### config.mk
export PLATFORM = sky130hd
export DESIGN_NAME = i2c_seq_engine
export DESIGN_NICKNAME = d
export VERILOG_FILES = /design/src/rtl/i2c_seq_engine.sv
export SDC_FILE = /design/constraint.sdc
export NUM_CORES = 1
export LEC_CHECK = 0
export BUFFER_PORTS_ARGS = -buffer_cell sky130_fd_sc_hd__buf_2
export CORE_UTILIZATION = 35
export DETAILED_ROUTE_END_ITERATION = 12
export MAX_ROUTING_LAYER = met4
export PLACE_DENSITY = 0.63
export SLEW_MARGIN = 40
export SYNTH_ARGS = -nofsm -noshare
export SYNTH_HDL_FRONTEND = slang
export SYNTH_SLANG_ARGS = --single-unit
### constraint.sdc
create_clock -name clk -period 3.7 [get_ports clk]
set_input_delay 0.185 -clock clk [delete_from_list [all_inputs] [get_ports clk]]
set_output_delay 0.185 -clock clk [all_outputs]
set_load 0.02 [all_outputs]
### src/rtl/i2c_seq_engine.sv
// Register-write/read sequencer driving the 8-bit register port of an I2C master core.
// Build option I2C_SEQ_IRQ_EN: wait for m_irq instead of polling SR, with IACK on every command.
module i2c_seq_engine #(
   parameter logic [15:0] PRESCALE      = 16'd99,
   parameter logic [15:0] TIMEOUT_POLLS = 16'd4095
) (
   input  logic       clk,
   input  logic       reset_n,
   input  logic       cmd_valid,
   output logic       cmd_ready,
   input  logic       cmd_rw,
   input  logic [6:0] cmd_dev,
   input  logic [7:0] cmd_reg,
   input  logic [7:0] cmd_wdata,
   output logic       rsp_valid,
   output logic [7:0] rsp_rdata,
   output logic       rsp_nack,
   output logic       rsp_al,
   output logic       rsp_err,
   output logic [2:0] m_address,
   output logic [7:0] m_writedata,
   input  logic [7:0] m_readdata,
   output logic       m_write,
   output logic       m_chipselect,
   input  logic       m_waitrequest_n,
   input  logic       m_irq
);
`ifdef I2C_SEQ_IRQ_EN
   localparam logic [7:0]  CTR_INIT = 8'hC0;
   localparam logic [7:0]  IACK     = 8'h01;
   localparam logic [19:0] TO_LIMIT = {TIMEOUT_POLLS, 4'h0};
`else
   localparam logic [7:0]  CTR_INIT = 8'h80;
   localparam logic [7:0]  IACK     = 8'h00;
   localparam logic [19:0] TO_LIMIT = {4'h0, TIMEOUT_POLLS};
`endif

   typedef enum logic [3:0] {
      S_INIT0, S_INIT1, S_INIT2, S_IDLE, S_TXR, S_CR, S_SR, S_CHK, S_RXR, S_STOP, S_DONE
   } state_t;

   state_t      state, next;
   logic        gap, acc_done, irq_ok, poll_to, wait_to, last_ph, data_ph;
   logic        rw_q;
   logic [6:0]  dev_q;
   logic [7:0]  reg_q, wd_q, sr_q, txr_byte, cr_byte;
   logic [1:0]  phase;
   logic [19:0] cnt;

   assign acc_done = m_chipselect & m_waitrequest_n;
   assign last_ph  = rw_q ? (phase == 2'd3) : (phase == 2'd2);
   assign data_ph  = rw_q & (phase == 2'd3);

`ifdef I2C_SEQ_IRQ_EN
   assign irq_ok  = m_irq;
   assign poll_to = 1'b0;
   assign wait_to = !m_irq && (cnt >= TO_LIMIT);
`else
   // m_irq has no effect in the polling build
   assign irq_ok  = m_irq | 1'b1;
   assign poll_to = (cnt >= TO_LIMIT);
   assign wait_to = 1'b0;
`endif

   always_comb begin
      case (phase)
         2'd0:    txr_byte = {dev_q, 1'b0};
         2'd1:    txr_byte = reg_q;
         default: txr_byte = rw_q ? {dev_q, 1'b1} : wd_q;
      endcase
      case (phase)
         2'd0:    cr_byte = 8'h90 | IACK;
         2'd1:    cr_byte = 8'h10 | IACK;
         2'd2:    cr_byte = (rw_q ? 8'h90 : 8'h50) | IACK;
         default: cr_byte = 8'h68 | IACK;
      endcase
   end

   always_ff @(posedge clk or negedge reset_n) begin
      if (!reset_n) begin
         state     <= S_INIT0;
         gap       <= 1'b1;
         rw_q      <= 1'b0;
         dev_q     <= '0;
         reg_q     <= '0;
         wd_q      <= '0;
         sr_q      <= '0;
         phase     <= '0;
         cnt       <= '0;
         rsp_rdata <= '0;
         rsp_nack  <= 1'b0;
         rsp_al    <= 1'b0;
         rsp_err   <= 1'b0;
      end else begin
         state <= next;
         // chipselect must drop for a cycle after every completed access
         gap   <= acc_done;
         case (state)
            S_IDLE: if (cmd_valid) begin
               rw_q     <= cmd_rw;
               dev_q    <= cmd_dev;
               reg_q    <= cmd_reg;
               wd_q     <= cmd_wdata;
               phase    <= '0;
               rsp_nack <= 1'b0;
               rsp_al   <= 1'b0;
               rsp_err  <= 1'b0;
            end
            S_CR: if (acc_done) cnt <= '0;
            S_SR: begin
               if (acc_done) sr_q <= m_readdata;
`ifdef I2C_SEQ_IRQ_EN
               if (!m_irq) cnt <= cnt + 20'd1;
`else
               if (acc_done) cnt <= cnt + 20'd1;
`endif
               if (wait_to) rsp_err <= 1'b1;
            end
            S_CHK: begin
               if (sr_q[5])                 rsp_al   <= 1'b1;
               else if (sr_q[1])            rsp_err  <= poll_to;
               else if (sr_q[7] && !data_ph) rsp_nack <= 1'b1;
               else if (!last_ph)           phase    <= phase + 2'd1;
            end
            S_RXR: if (acc_done) rsp_rdata <= m_readdata;
            default: ;
         endcase
      end
   end

   always_comb begin
      next = state;
      case (state)
         S_INIT0: if (acc_done) next = S_INIT1;
         S_INIT1: if (acc_done) next = S_INIT2;
         S_INIT2: if (acc_done) next = S_IDLE;
         S_IDLE:  if (cmd_valid) next = S_TXR;
         S_TXR:   if (acc_done) next = S_CR;
         S_CR:    if (acc_done) next = S_SR;
         S_SR:    if (acc_done) next = S_CHK; else if (wait_to) next = S_STOP;
         S_CHK: begin
            if (sr_q[5])                  next = S_DONE;
            else if (sr_q[1])             next = poll_to ? S_STOP : S_SR;
            else if (sr_q[7] && !data_ph) next = S_STOP;
            else if (last_ph)             next = rw_q ? S_RXR : S_DONE;
            else                          next = (rw_q && phase == 2'd2) ? S_CR : S_TXR;
         end
         S_RXR:   if (acc_done) next = S_DONE;
         S_STOP:  if (acc_done) next = S_DONE;
         S_DONE:  next = S_IDLE;
         default: next = S_INIT0;
      endcase
   end

   always_comb begin
      m_chipselect = 1'b0;
      m_address    = '0;
      m_writedata  = '0;
      m_write      = 1'b0;
      case (state)
         S_INIT0: begin m_chipselect = !gap; m_address = 3'd0; m_writedata = PRESCALE[7:0];  m_write = 1'b1; end
         S_INIT1: begin m_chipselect = !gap; m_address = 3'd1; m_writedata = PRESCALE[15:8]; m_write = 1'b1; end
         S_INIT2: begin m_chipselect = !gap; m_address = 3'd2; m_writedata = CTR_INIT;       m_write = 1'b1; end
         S_TXR:   begin m_chipselect = !gap; m_address = 3'd3; m_writedata = txr_byte;       m_write = 1'b1; end
         S_CR:    begin m_chipselect = !gap; m_address = 3'd4; m_writedata = cr_byte;        m_write = 1'b1; end
         S_STOP:  begin m_chipselect = !gap; m_address = 3'd4; m_writedata = 8'h40 | IACK;   m_write = 1'b1; end
         S_SR:    begin m_chipselect = !gap && irq_ok; m_address = 3'd4; end
         S_RXR:   begin m_chipselect = !gap; m_address = 3'd3; end
         default: ;
      endcase
      if (!m_chipselect) begin
         m_address   = '0;
         m_writedata = '0;
         m_write     = 1'b0;
      end
   end

   assign cmd_ready = (state == S_IDLE);
   assign rsp_valid = (state == S_DONE);
endmodule

; After elaboration in Yosys (flattened, before gate mapping)
; Index checks and enable logic that the tools add are counted.
[totals]
rom_bits = 0
mem_bits_rw = 0
elab_cells = 115
latchBits = 0
ff_bits = 70
output_inout_bits = 26
mem_count = 0
in_bits = 37
[op_classes]
bitwise = 2
n_reduce_logical = 22
mux = 47
multipliers = 0
n_addsub = 2
order_cmp = 1
n_eq_ne = 28
n_shift = 0
div = 0
[ops]
columns = operator, n
row1 = $mux 4, 13
row2 = $mux 20, 2
row3 = $pmux 20 s2, 1
row4 = $pmux 4 s10, 1
row5 = $pmux 8 s5, 1
row6 = $ne 2x2->1 const B, 14
row7 = $mux 8, 3
row8 = $pmux 8 s3, 1
row9 = $add 20x1->20 const B, 1
row10 = $ge 20x12->1 const B, 1
row11 = $eq 4x3->1 const B, 4
row12 = $pmux 8 s2, 1
row13 = $eq 4x4->1 const B, 3
row14 = $mux 1, 12
row15 = $mux 2, 6
row16 = $pmux 3 s4, 1
row17 = $eq 4x2->1 const B, 2
row18 = $reduce_and 8->1, 1
row19 = $reduce_or 8->1, 1
row20 = $pmux 1 s2, 3
row21 = $reduce_and 2->1, 3
row22 = $reduce_and 3->1, 2
row23 = $reduce_and 6->1, 1
row24 = $reduce_or 6->1, 1
row25 = other kinds (17), 23

; Longest topological paths before layout
[logic_depth]
ltp_word = 8
depth_mapped = 7
ltp_nobuf = 6

; Least setup slack after synthesis
; Ideal clock, no wire load.
[synth_path]
path_type = register -> register
from = register cnt[0]
to = register state[0]
period_less_slack_ns = 1.733
setup_slack_ns = 1.967
arrival_ns = 1.591
setup_time_ns = 0.142
n_path_buf = 2
required_ns = 3.558
stages_incl_launch_ff = 8
path_cell_list = dfrtp_1 > ha_1 > and3_1 > buf_2 > and3_1 > buf_2 > a21oi_1 > o221ai_1
[synth_via]
elab_chain_cells = 5
[synth_rtl]
columns = element, line
row1 = "start, declared", 48  ; logic [19:0] cnt;
row2 = "start signal, assigned", 115  ; if (acc_done) cnt <= cnt + 20'd1;
row3 = $ge 20x12->1, 61  ; assign poll_to = (cnt >= TO_LIMIT);
row4 = $mux 4 (2 in series), 143  ; else if (sr_q[1]) next = poll_to ? S_STOP : S_SR;
row5 = $mux 4, 142  ; if (sr_q[5]) next = S_DONE;
row6 = $pmux 4 s10, 133  ; case (state)
row7 = "end signal, assigned", 95  ; state <= next;
row8 = "end, declared", 42  ; state_t state, next;
; Every way passes these cells.
; A chain may end at the register's enable or synchronous reset.

; Worst setup path after layout
[layout_path]
from = register phase[0]
to = output port m_writedata[5]
[layout_via]
elab_chain_cells = 4
word_cells_on_any_way = 7
cone_classes = 2 x eq/ne / 4 x mux / 1 x reduce/logical
[layout_rtl]
columns = element, line
row1 = "start, declared", 47  ; logic [1:0] phase;
row2 = "start signal, assigned", 123  ; else if (!last_ph) phase <= phase + 2'd1;
row3 = $eq 2x2->1 (tied with other cells), 71  ; case (phase)
row4 = $pmux 8 s3 / $pmux 8 s2 (equally long branches), "71, 66"
row5 = $pmux 8 s5 (*), 160  ; case (state)
row6 = $mux 8 (*), 171  ; if (!m_chipselect) begin
row7 = "end, declared", 21  ; output logic [7:0] m_writedata,
; Mark *: on every way between the ends. The rest lies on a longest branch, timed or not.

==> reports/summary.txt <==
Status -> finished clean
Leading area contributor after synthesis -> dfrtp_1
Postcts setup bufs -> 0
WP data required -> 3.51 ns
CTS clk-pin slew, worst paths -> 0.07 ns
Final WL -> 8980 um
CP startpoint -> phase[0]$_DFFE_PN0P_
H-tree Lvls -> 3
Number of global-route vias before repair -> 2939
Crit. End Element -> output port
Final worst setup slack -> 1.19 ns
Setup TNS -> 0 ns
Post-synth EDFFs -> 0
Post-DP HPWL -> 6170 um
# DRC -> 0
Pwr/cell area -> 756 nW/um2
Arrival @ worst endpoint -> 2.32 ns
Slew @ Worst Pin -> 0.811 ns
# rows -> 36
Synthesized instance count -> 418
Flop2flop setup slack -> 1.35 ns
Synth top area share -> 44.6%
Reg2reg end -> cnt[18]$_DFFE_PN0P_
All-layer global routing usage -> 18.8%
PortBufs -> 61
Critical Path Stages -> 7
Initial antenna violation count -> 0
Ys Warns -> 0
Final hold violations -> 0
Clk buf depth -> 2
First-pass GRT wire length -> 14700 um
Endpoints failing setup -> 0
Overflow after GRT -> 0
CTS Hold Bufs -> 1
Top delay family on crit path -> compound AO/OA/AOI/OAI gates
Static Leak -> 1.98 nW
Worst-case vdd ir drop -> 0.351 mV
R2R cell count -> 4
Hold crit path type -> in2reg
Nets -> 509
Ratio of final minimum period to clock period -> 67.8%
Critical Path Max Stage Delay -> 0.42 ns
Largest net degree at the start of global routing -> 34
Max Cap Viol -> 0
DR vias -> 3252
Drt wl/cell -> 14.9 um
Initial DRC Count -> 176
Reg-to-reg startpoint -> state[1]$_DFFE_PN0P_
CTS tree -> done
I/O pins -> 63
CTS root buf -> clkbuf_8
Main synth FF type -> dfrtp_1
Drt pass-1 iters -> 6
Seq/Total Area, Yosys -> 45.3%
CTS Buf Count -> 9
Post-synthesis register bit count -> 65
Worst Setup Start Kind -> flop
Most common cell after layout, fill and taps aside -> nand2_1
Leading post-synthesis cells by cell area -> dfrtp_1 (45%), nand2_1 (11%), a21oi_1 (3.3%), o21ai_0 (3.1%), buf_2 (2.5%)
Chip Width -> 103 um
Min Clock Period, post-route -> 2.51 ns
Vias/cell -> 5.38
Final ANT Viol Nets -> 0
Relative slew slack -> 45.9%
Die area -> 10700 um2
Number of inserted diodes -> 0
Post-cts resize count -> 0
Final max-slew violation count -> 0
Gpl congestion -> 0.839
DP Worst Slack -> 1.38 ns
WS Path Type -> reg2out
CP bufs+invs -> 2
Starting Density -> 36.4%
RSZ-0062 raised after global routing -> no
Worst setup path endpoint -> m_writedata[5]
Synthesized Nets -> 461
Fin Clk Skew -> 0.0100 ns
Clk sinks -> 65
Max Fanout on Critical Path -> 12
Share of flip-flops with an asynchronous set or reset -> 100%
Skew-Pair Late Insertion Delay -> 0.35 ns
Layout area overhead -> 16.7%
Slowest-stage cell, CP -> dfrtp_1
Max Clk Rate -> 399 MHz
Highest-count cells in the layout ignoring fill and taps -> nand2_1 (104), dfrtp_1 (64), buf_2 (60)
CP Cell Sequence -> inv_1, ha_1, nor2_1, a22oi_1, o21ai_0, o21a_1, buf_2
Ratio of cells with drive above 1 in the final layout -> 20.0%
Core footprint -> 9860 um2
Mapped Area -> 3590 um2
Post-synth cell types -> 61
Mapped Avg Cell Area -> 8.60 um2
Die Height -> 103 um
==> power by group <==
part | leakage, nW | total [mW] | switching, mW | internal (mW)
logic | 1.03 | 1.26 | 0.768 | 0.493
clock network | 0.111 | 0.687 | 0.270 | 0.418
registers | 0.843 | 1.22 | 0.274 | 0.948
total | 1.98 | 3.17 | 1.31 | 1.86
==> worst min path at each step <==
stage	startpoint	to	slack, ns	depth (start not counted)
after floorplan	reset_n	cnt[0]$_DFFE_PN0P_	-0.11	0
after detailed placement	reset_n	cnt[13]$_DFFE_PN0P_	0.31	1
final	cmd_dev[6]	dev_q[6]$_DFFE_PN0P_	0.02	3
after CTS	cmd_reg[0]	reg_q[0]$_DFFE_PN0P_	0.02	3
after global routing	cmd_reg[2]	reg_q[2]$_DFFE_PN0P_	0.02	3
after global placement	reset_n	cnt[13]$_DFFE_PN0P_	0.30	1
==> area by class of cell <==
cell class | count | area, um2
clock inverter | 2 | 60.1
fill | 1018 | 5670
clock buffer | 14 | 163
multi-input combinational | 314 | 1790
timing repair buffer | 67 | 355
inverter | 9 | 33.8
tap | 133 | 166
sequential | 65 | 1630
==> sequential cells by signal (all words and copies together), names as in the netlist <==
signal / count
rsp_err: 1
rw_q: 1
sr_q: 3
state: 4
rsp_rdata: 8
rsp_nack: 1
gap: 1
wd_q: 8
dev_q: 7
rsp_al: 1
phase: 2
cnt: 20
reg_q: 8
==> kinds of logic (layout without fill, tap and decap cells) <==
logic type	count (synthesis)	count (layout)	share of synthesized area (%)
buffers and inverters	39	92	5.01
flip-flops	65	65	45.3
XOR/XNOR	1	1	0.244
multiplexers	9	9	2.78
AND/OR/NAND/NOR	192	192	25.1
adder cells (fa/ha/maj)	6	6	2.09
AO/OA/AOI/OAI	106	106	19.5
==> cells in the mapped netlist (2+ instances only) <==
| library cell | n |
|---|---|
| o21ai_0 | 22 |
| nand3_1 | 10 |
| o31ai_1 | 2 |
| and2_1 | 2 |
| ha_1 | 6 |
| o211ai_1 | 3 |
| buf_1 | 4 |
| and3_1 | 8 |
| a21o_1 | 5 |
| nor4_1 | 3 |
| nand2b_1 | 8 |
| a32o_1 | 2 |
| inv_1 | 9 |
| nor2b_1 | 2 |
| a2111oi_0 | 2 |
| or3_1 | 3 |
| o221ai_1 | 2 |
| a31oi_1 | 12 |
| a22oi_1 | 8 |
| nor3b_1 | 3 |
| clkbuf_1 | 6 |
| or4_1 | 3 |
| mux2_2 | 8 |
| a221oi_1 | 3 |
| nor3_2 | 2 |
| a21oi_1 | 24 |
| nand2_1 | 104 |
| a22o_1 | 3 |
| and4_1 | 3 |
| buf_2 | 18 |
| dfrtp_1 | 64 |
| a41oi_1 | 3 |
| nand4_1 | 4 |
| nor3_1 | 11 |
| nor2_1 | 20 |
==> worst min-delay path, stage by stage <==
cell and delay [ns]:
buf_2 0.08, nand2_1 0.04, nand2_1 0.04
==> routing by layer <==
| layer | global-route usage, % | wire length (um) | vias to the layer above | share of wire, % |
|---|---|---|---|---|
| met4 | 9.10 | 242 | 0 | 2.7 |
| li1 | - | - | 1586 | - |
| met1 | 25.2 | 4260 | 1578 | 47 |
| met3 | 3.16 | 344 | 18 | 3.8 |
| met2 | 27.5 | 4140 | 70 | 46 |
| met5 | - | 0 | - | 0 |
==> through the flow <==
step / power [mW] / hold slack [ns] / utilization, % / cell area, um2 / instances
after floorplan: 2.12 / -0.111 / - / 3590 / 418
after global placement: 2.46 / 0.304 / 40.1 / 3960 / 587
after detailed placement: 2.50 / 0.313 / 40.1 / 3960 / 587
after CTS: 3.19 / 0.0209 / 42.5 / 4190 / 604
after global routing: 3.42 / 0.0237 / 42.5 / 4190 / 604
final: 3.17 / 0.0222 / 42.5 / 4190 / 604
Note: power is estimated with default switching activity, not from simulation.
